## config.mk

```make
export PLATFORM = sky130hd
export DESIGN_NAME = seq_addsub
export DESIGN_NICKNAME = d
export VERILOG_FILES = /design/src/rtl/addsub_pkg.sv /design/src/rtl/addsub_chunk.sv /design/src/rtl/seq_addsub.sv
export SDC_FILE = /design/constraint.sdc
export NUM_CORES = 1
export LEC_CHECK = 0
export BUFFER_PORTS_ARGS = -buffer_cell sky130_fd_sc_hd__buf_2
export CORE_ASPECT_RATIO = 0.8
export CORE_MARGIN = 5
export CORE_UTILIZATION = 45
export CTS_CLUSTER_DIAMETER = 50
export DETAILED_ROUTE_END_ITERATION = 8
export PLACE_DENSITY = 0.68
export SLEW_MARGIN = 20
export SYNTH_ARGS = -nofsm -noshare
export SYNTH_HDL_FRONTEND = slang
export SYNTH_SLANG_ARGS = --single-unit
```

## constraint.sdc

```tcl
create_clock -name clk -period 4.4 [get_ports clk]
set_clock_uncertainty 0.05 [all_clocks]
set_input_delay 0.44 -clock clk [delete_from_list [all_inputs] [get_ports clk]]
set_output_delay 0.44 -clock clk [all_outputs]
set_load 0.05 [all_outputs]
```

## src/rtl/addsub_pkg.sv

```systemverilog
// Shared definitions for the sequential adder/subtractor: FSM state
// encoding and elaboration-time sizing helpers.
package addsub_pkg;

   typedef enum logic [1:0] {
      IDLE = 2'd0,
      RUN  = 2'd1,
      DONE = 2'd2
   } state_t;

   // Number of compute cycles needed to cover the full operand width.
   function automatic int chunk_count(input int width, input int chunk);
      return width / chunk;
   endfunction

   // Width of the chunk index; at least one bit even when one chunk suffices.
   function automatic int idx_width(input int nchunk);
      return (nchunk > 1) ? $clog2(nchunk) : 1;
   endfunction

endpackage

```

## src/rtl/addsub_chunk.sv

```systemverilog
// Combinational CHUNK-bit ripple-carry adder slice. Exposes the carry into
// the top bit so the caller can derive signed overflow on the final chunk.
module addsub_chunk #(
   parameter int CHUNK = 4
) (
   input  logic [CHUNK-1:0] a,
   input  logic [CHUNK-1:0] b,
   input  logic             cin,
   output logic [CHUNK-1:0] s,
   output logic             cout,
   output logic             c_in_msb
);

   logic [CHUNK:0] c;

   assign c[0] = cin;

   // One full adder per bit, carry rippling upwards.
   for (genvar gi = 0; gi < CHUNK; gi++) begin : g_fa
      assign s[gi]   = a[gi] ^ b[gi] ^ c[gi];
      assign c[gi+1] = (a[gi] & b[gi]) | (a[gi] & c[gi]) | (b[gi] & c[gi]);
   end

   assign cout     = c[CHUNK];
   assign c_in_msb = c[CHUNK-1];

endmodule

```

## src/rtl/seq_addsub.sv

```systemverilog
// Multi-cycle WIDTH-bit adder/subtractor that resolves CHUNK bits per clock,
// LSB chunk first, carrying between cycles in a register. Results and flags
// are published only on entry to the one-cycle DONE state.
module seq_addsub
   import addsub_pkg::*;
#(
   parameter int WIDTH = 16,
   parameter int CHUNK = 4
) (
   input  logic             clk,
   input  logic             rst_n,
   input  logic             start,
   input  logic [WIDTH-1:0] A,
   input  logic [WIDTH-1:0] B,
   input  logic             C,
   output logic             busy,
   output logic             done,
   output logic [WIDTH-1:0] S,
   output logic             cout,
   output logic             ovf,
   output logic             zero
);

   localparam int NCHUNK = chunk_count(WIDTH, CHUNK);
   localparam int IDXW   = idx_width(NCHUNK);
   localparam logic [IDXW-1:0] LAST_IDX = IDXW'(NCHUNK - 1);

   // Refuse to elaborate with a width that cannot be split evenly.
   if (WIDTH < 2 || CHUNK < 1 || (WIDTH % CHUNK) != 0) begin : g_bad_params
      $error("seq_addsub: WIDTH must be >= 2 and a multiple of CHUNK");
   end

   state_t           state;
   logic [WIDTH-1:0] op_a;
   logic [WIDTH-1:0] op_b;
   logic [WIDTH-1:0] sum_acc;
   logic             carry;
   logic [IDXW-1:0]  idx;

   logic [CHUNK-1:0] chunk_a;
   logic [CHUNK-1:0] chunk_b;
   logic [CHUNK-1:0] chunk_s;
   logic             chunk_cout;
   logic             chunk_c_msb;
   logic [WIDTH-1:0] sum_full;

   // Select the current chunk of each operand and merge its sum into the
   // partial result so the final edge can publish the complete word.
   always_comb begin
      chunk_a  = op_a[idx*CHUNK +: CHUNK];
      chunk_b  = op_b[idx*CHUNK +: CHUNK];
      sum_full = sum_acc;
      sum_full[idx*CHUNK +: CHUNK] = chunk_s;
   end

   addsub_chunk #(
      .CHUNK(CHUNK)
   ) u_chunk (
      .a        (chunk_a),
      .b        (chunk_b),
      .cin      (carry),
      .s        (chunk_s),
      .cout     (chunk_cout),
      .c_in_msb (chunk_c_msb)
   );

   // Control FSM plus operand capture, chunk stepping and result publication.
   always_ff @(posedge clk or negedge rst_n) begin
      if (!rst_n) begin
         state   <= IDLE;
         op_a    <= '0;
         op_b    <= '0;
         sum_acc <= '0;
         carry   <= 1'b0;
         idx     <= '0;
         busy    <= 1'b0;
         done    <= 1'b0;
         S       <= '0;
         cout    <= 1'b0;
         ovf     <= 1'b0;
         zero    <= 1'b0;
      end else begin
         done <= 1'b0;
         case (state)
            IDLE, DONE: begin
               if (start) begin
                  // Subtraction is A + ~B + 1: invert B and seed the carry.
                  op_a  <= A;
                  op_b  <= B ^ {WIDTH{C}};
                  carry <= C;
                  idx   <= '0;
                  busy  <= 1'b1;
                  state <= RUN;
               end else begin
                  busy  <= 1'b0;
                  state <= IDLE;
               end
            end
            RUN: begin
               sum_acc <= sum_full;
               carry   <= chunk_cout;
               idx     <= idx + 1'b1;
               if (idx == LAST_IDX) begin
                  // Overflow is the carry into the MSB differing from the carry out.
                  S     <= sum_full;
                  cout  <= chunk_cout;
                  ovf   <= chunk_c_msb ^ chunk_cout;
                  zero  <= (sum_full == '0);
                  busy  <= 1'b0;
                  done  <= 1'b1;
                  state <= DONE;
               end
            end
            default: begin
               busy  <= 1'b0;
               state <= IDLE;
            end
         endcase
      end
   end

endmodule

```

==> results.yml <==
global_routing:
  grtUsageTotal_pct: 17.10
  first_global_vias: 2579
  grt.overflow.total: 0
  grt_pass1_wl_um: 12840
  antenna_violations_before_repair: 0
  grt_start_max_net_pins: 53
finish:
  register_area_sq_um: 1852
  post-route-util_pct: 53.06
  multi_input_comb_area_sq_um: 1559
  syn_to_final_growth_pct: 16.40
  layout.cells.most_common_list: "sky130_fd_sc_hd__dfrtp_1 (74), sky130_fd_sc_hd__nand2_1 (57), sky130_fd_sc_hd__buf_2 (56), sky130_fd_sc_hd__o21ai_0 (44), sky130_fd_sc_hd__inv_1 (19)"
  post_route_cells_drive_above_1_share_pct: 26.63
  antenna_cells_inserted: 0
  n_fill_cell: 703
  mostFrequentLayoutCell: "sky130_fd_sc_hd__dfrtp_1"
  layout.nets: 424
logic_synthesis:
  syn_area_per_cell_sq_um: 10.91
  synth.net_count: 372
  synth_area_sq_um: 3556
  yosysSeqAreaShare_pct: 52.08
  postSynth.asyncResetShare_pct: 100.0
  synth_edf_count: 0
  synthesis.instances: 326
  ys_seq_elements: 74
  synth.distinct_cells: 40
  yosys_warnings: 0
  predominant_post_synthesis_flop_cell: "sky130_fd_sc_hd__dfrtp_1"
die:
  placementRows: 29
  coreArea_sq_um: 7801
  initial_standard_cell_utilization_of_the_core_pct: 45.58
  ioPinCount: 57
  die_y_um: 89.51
  die_w_um: 109.4
  dieArea_sq_um: 9791
power:
  power_density_nw_per_um2: 870.7
  sequential_cell_fraction_of_total_power_pct: 31.9
  clkPwrFrac_pct: 16.1
  cellInternalPower_mw: 1.970
  power_spent_charging_and_discharging_nets_mw: 1.633
  power.ir.vdd_worst_uv: 373.1
  combinational_share_of_power_pct: 52.0
  power_switching_share_pct: 45.33
  leakage_nw: 1.914
sta:
  report.final.hold_viol_count: 0
  setup_total_negative_slack_ns: 0
  max-slew-margin-rel_pct: 37.36
  final_worst_path_cycle_share_pct: 85.09
  grt_setup_unrepaired: "false"
  holdWs_ns: 0.1421
  max_clock_freq_mhz: 267.1
  finalSetupViolCount: 0
  post-route-min-period_ns: 3.744
  timing_max_transition_violations_final: 0
  worst_slew_pin_slew_ns: 0.9396
setup_path:
  endpoint_kind: "register"
  worst_ep_arrival_time_ns: 3.98
  worst-r2r-cell-count: 11
  slowest_delay_ns: 0.70
  timing.critical_path.cells: "mux4_2 > fa_1 > inv_1 > fa_1 > fa_1 > fa_1 > nor4bb_1 > mux2i_1 > nand2_1 > nor4_1 > a22o_1"
  worst-path-max-fanout: 13
  cp.required_ns: 4.64
  timing.critical_path.slowest_stage_cell: "sky130_fd_sc_hd__fa_1"
  critPathKind: "reg2reg"
  worstSetupStartpointType: "register"
  worst_path_most_repeated_cell: "sky130_fd_sc_hd__fa_1"
route:
  met3WireLength_um: 404
  drt-wirelength-per-cell_um: 15.29
  highest-signal-layer: "met4"
  drt.antenna.violating_nets: 0
  detailedRoute.firstIterationViolations: 90
  via_to_cell_ratio: 5.145
  drc: 0
  routed-wl-met2_um: 3295
  drt_pre_antenna_iters: 4
  wl_um: 7506
  via_count: 2526
  post_route_met1_wirelength_um: 3703
placed_design:
  detailedPlacementHpwl_um: 5361
  gp_congestion: 0.9178
  placement.io_buffers: 56
clocking:
  postCtsSetupBuffers: 0
  numClockSinks: 74
  cts_hold_buf: 0
  max-clock-path-buffers: 2
  cts_buffers: 9
  cts-htree-levels: 3
  clock-root-buffer: "sky130_fd_sc_hd__clkbuf_8"
  cts.clk_slew.worst_paths_ns: 0.08
  post_cts_resized: 0
  clock_latency_ns: 0.35
  tritoncts_clock_tree: "built"
run_status:
  outcome: "complete, no violations"
run:
  cap_viol_max_count: 0
min_path:
  timing.hold.worst.class: "in2async"
-- state kept, by name (all words and copies together), names as in the netlist --
name,cells
sum_acc,16
op_a,16
ovf,1
op_b,16
carry,1
done,1
state,2
zero,1
S,16
busy,1
idx,2
cout,1
-- per-layer routing --
| metal | vias up | track usage (%) |
|---|---|---|
| li1 | 1227 | - |
| met1 | 1220 | 24.20 |
| met2 | 68 | 25.87 |
| met3 | 11 | 4.332 |
| met4 | 0 | 5.663 |
| met5 | - | 0 |
-- power by group through the flow --
stage                     combinational (mW)  clock, mW  sequential [mW]
final                                   1.87      0.581             1.15
after global routing                    2.07      0.626             1.19
after CTS                               1.89      0.596             1.15
after detailed placement                1.89          0             1.16
after global placement                  1.86          0             1.15
after floorplan                         1.19          0             1.33
-- layout make-up --
cell class	instances	area share, %
Inverter	19	1.723
Timing Repair Buffer	59	7.316
Clock buffer	11	3.416
Clock inverter	5	1.874
Sequential cell	74	44.74
Tap cell	108	3.265
Multi-Input combinational cell	215	37.67
-- per-stage QoR --
| stage | setup slack, ns | area (sq um) | power [mW] | std cells |
|---|---|---|---|---|
| after detailed placement | 0.6466 | 3920 | 3.052 | 475 |
| after global routing | 0.4457 | 4139 | 3.880 | 491 |
| after CTS | 0.6349 | 4139 | 3.638 | 491 |
| final | 0.6559 | 4139 | 3.604 | 491 |
| after global placement | 0.8561 | 3920 | 3.009 | 475 |
| after floorplan | 0.8685 | 3556 | 2.521 | 326 |
-- worst max-delay path, delay by kind of cell (launching register included) --
family | cells | cell delay (ns)
buffers and inverters | 1 | 0.05
flip-flops | 1 | 0.68
adder cells (fa/ha/maj) | 4 | 1.66
multiplexers | 2 | 0.55
AO/OA/AOI/OAI | 1 | 0.17
AND/OR/NAND/NOR | 3 | 0.52
-- final timing paths --
| check | startpoint | endpoint | slack [ns] |
|---|---|---|---|
| worst max-delay path | idx[1]$_DFFE_PN0P_ | zero$_DFFE_PN0P_ | 0.66 |
| worst min-delay path | rst_n | op_a[6]$_DFFE_PN0P_ | 0.14 |
| worst max register to register | idx[1]$_DFFE_PN0P_ | zero$_DFFE_PN0P_ | 0.66 |
| worst min register to register | S[14]$_DFFE_PN0P_ | S[14]$_DFFE_PN0P_ | 0.42 |
| max in group asynchronous | rst_n | op_b[15]$_DFFE_PN0P_ | 3.15 |
| min in group clk | A[11] | op_a[11]$_DFFE_PN0P_ | 0.27 |
-- synthesized netlist by cell type (2+ instances only) --
cell,number,area [sq um]
sky130_fd_sc_hd__buf_2,3,15.01
sky130_fd_sc_hd__a21oi_1,6,30.03
sky130_fd_sc_hd__nor2_1,4,15.01
sky130_fd_sc_hd__ha_1,6,75.07
sky130_fd_sc_hd__mux2_2,17,191.4
sky130_fd_sc_hd__nor3_1,3,15.01
sky130_fd_sc_hd__mux2i_1,3,30.03
sky130_fd_sc_hd__o21a_1,2,15.01
sky130_fd_sc_hd__a22o_1,3,26.28
sky130_fd_sc_hd__nand2_1,57,214.0
sky130_fd_sc_hd__nor4bb_1,3,30.03
sky130_fd_sc_hd__fa_1,4,80.08
sky130_fd_sc_hd__mux4_2,8,180.2
sky130_fd_sc_hd__o221ai_1,3,26.28
sky130_fd_sc_hd__o21ai_0,44,220.2
sky130_fd_sc_hd__clkbuf_1,13,48.80
sky130_fd_sc_hd__nor2b_1,8,50.05
sky130_fd_sc_hd__nand2b_1,3,18.77
sky130_fd_sc_hd__nor4_1,2,12.51
sky130_fd_sc_hd__inv_1,19,71.32
sky130_fd_sc_hd__a41oi_1,4,35.03
sky130_fd_sc_hd__dfrtp_1,74,1852
sky130_fd_sc_hd__o31ai_1,4,30.03
sky130_fd_sc_hd__xnor2_1,17,148.9
-- cell families after synthesis --
kind of cell | Yosys count | synth area share [%]
simple gates | 87 | 11.54
flops | 74 | 52.08
compound gates | 73 | 12.39
buf+inv | 37 | 4.152
mux | 28 | 11.29
xor+xnor | 17 | 4.187
fa+ha+maj | 10 | 4.363
No activity file was read; power rests on OpenSTA's default activity.
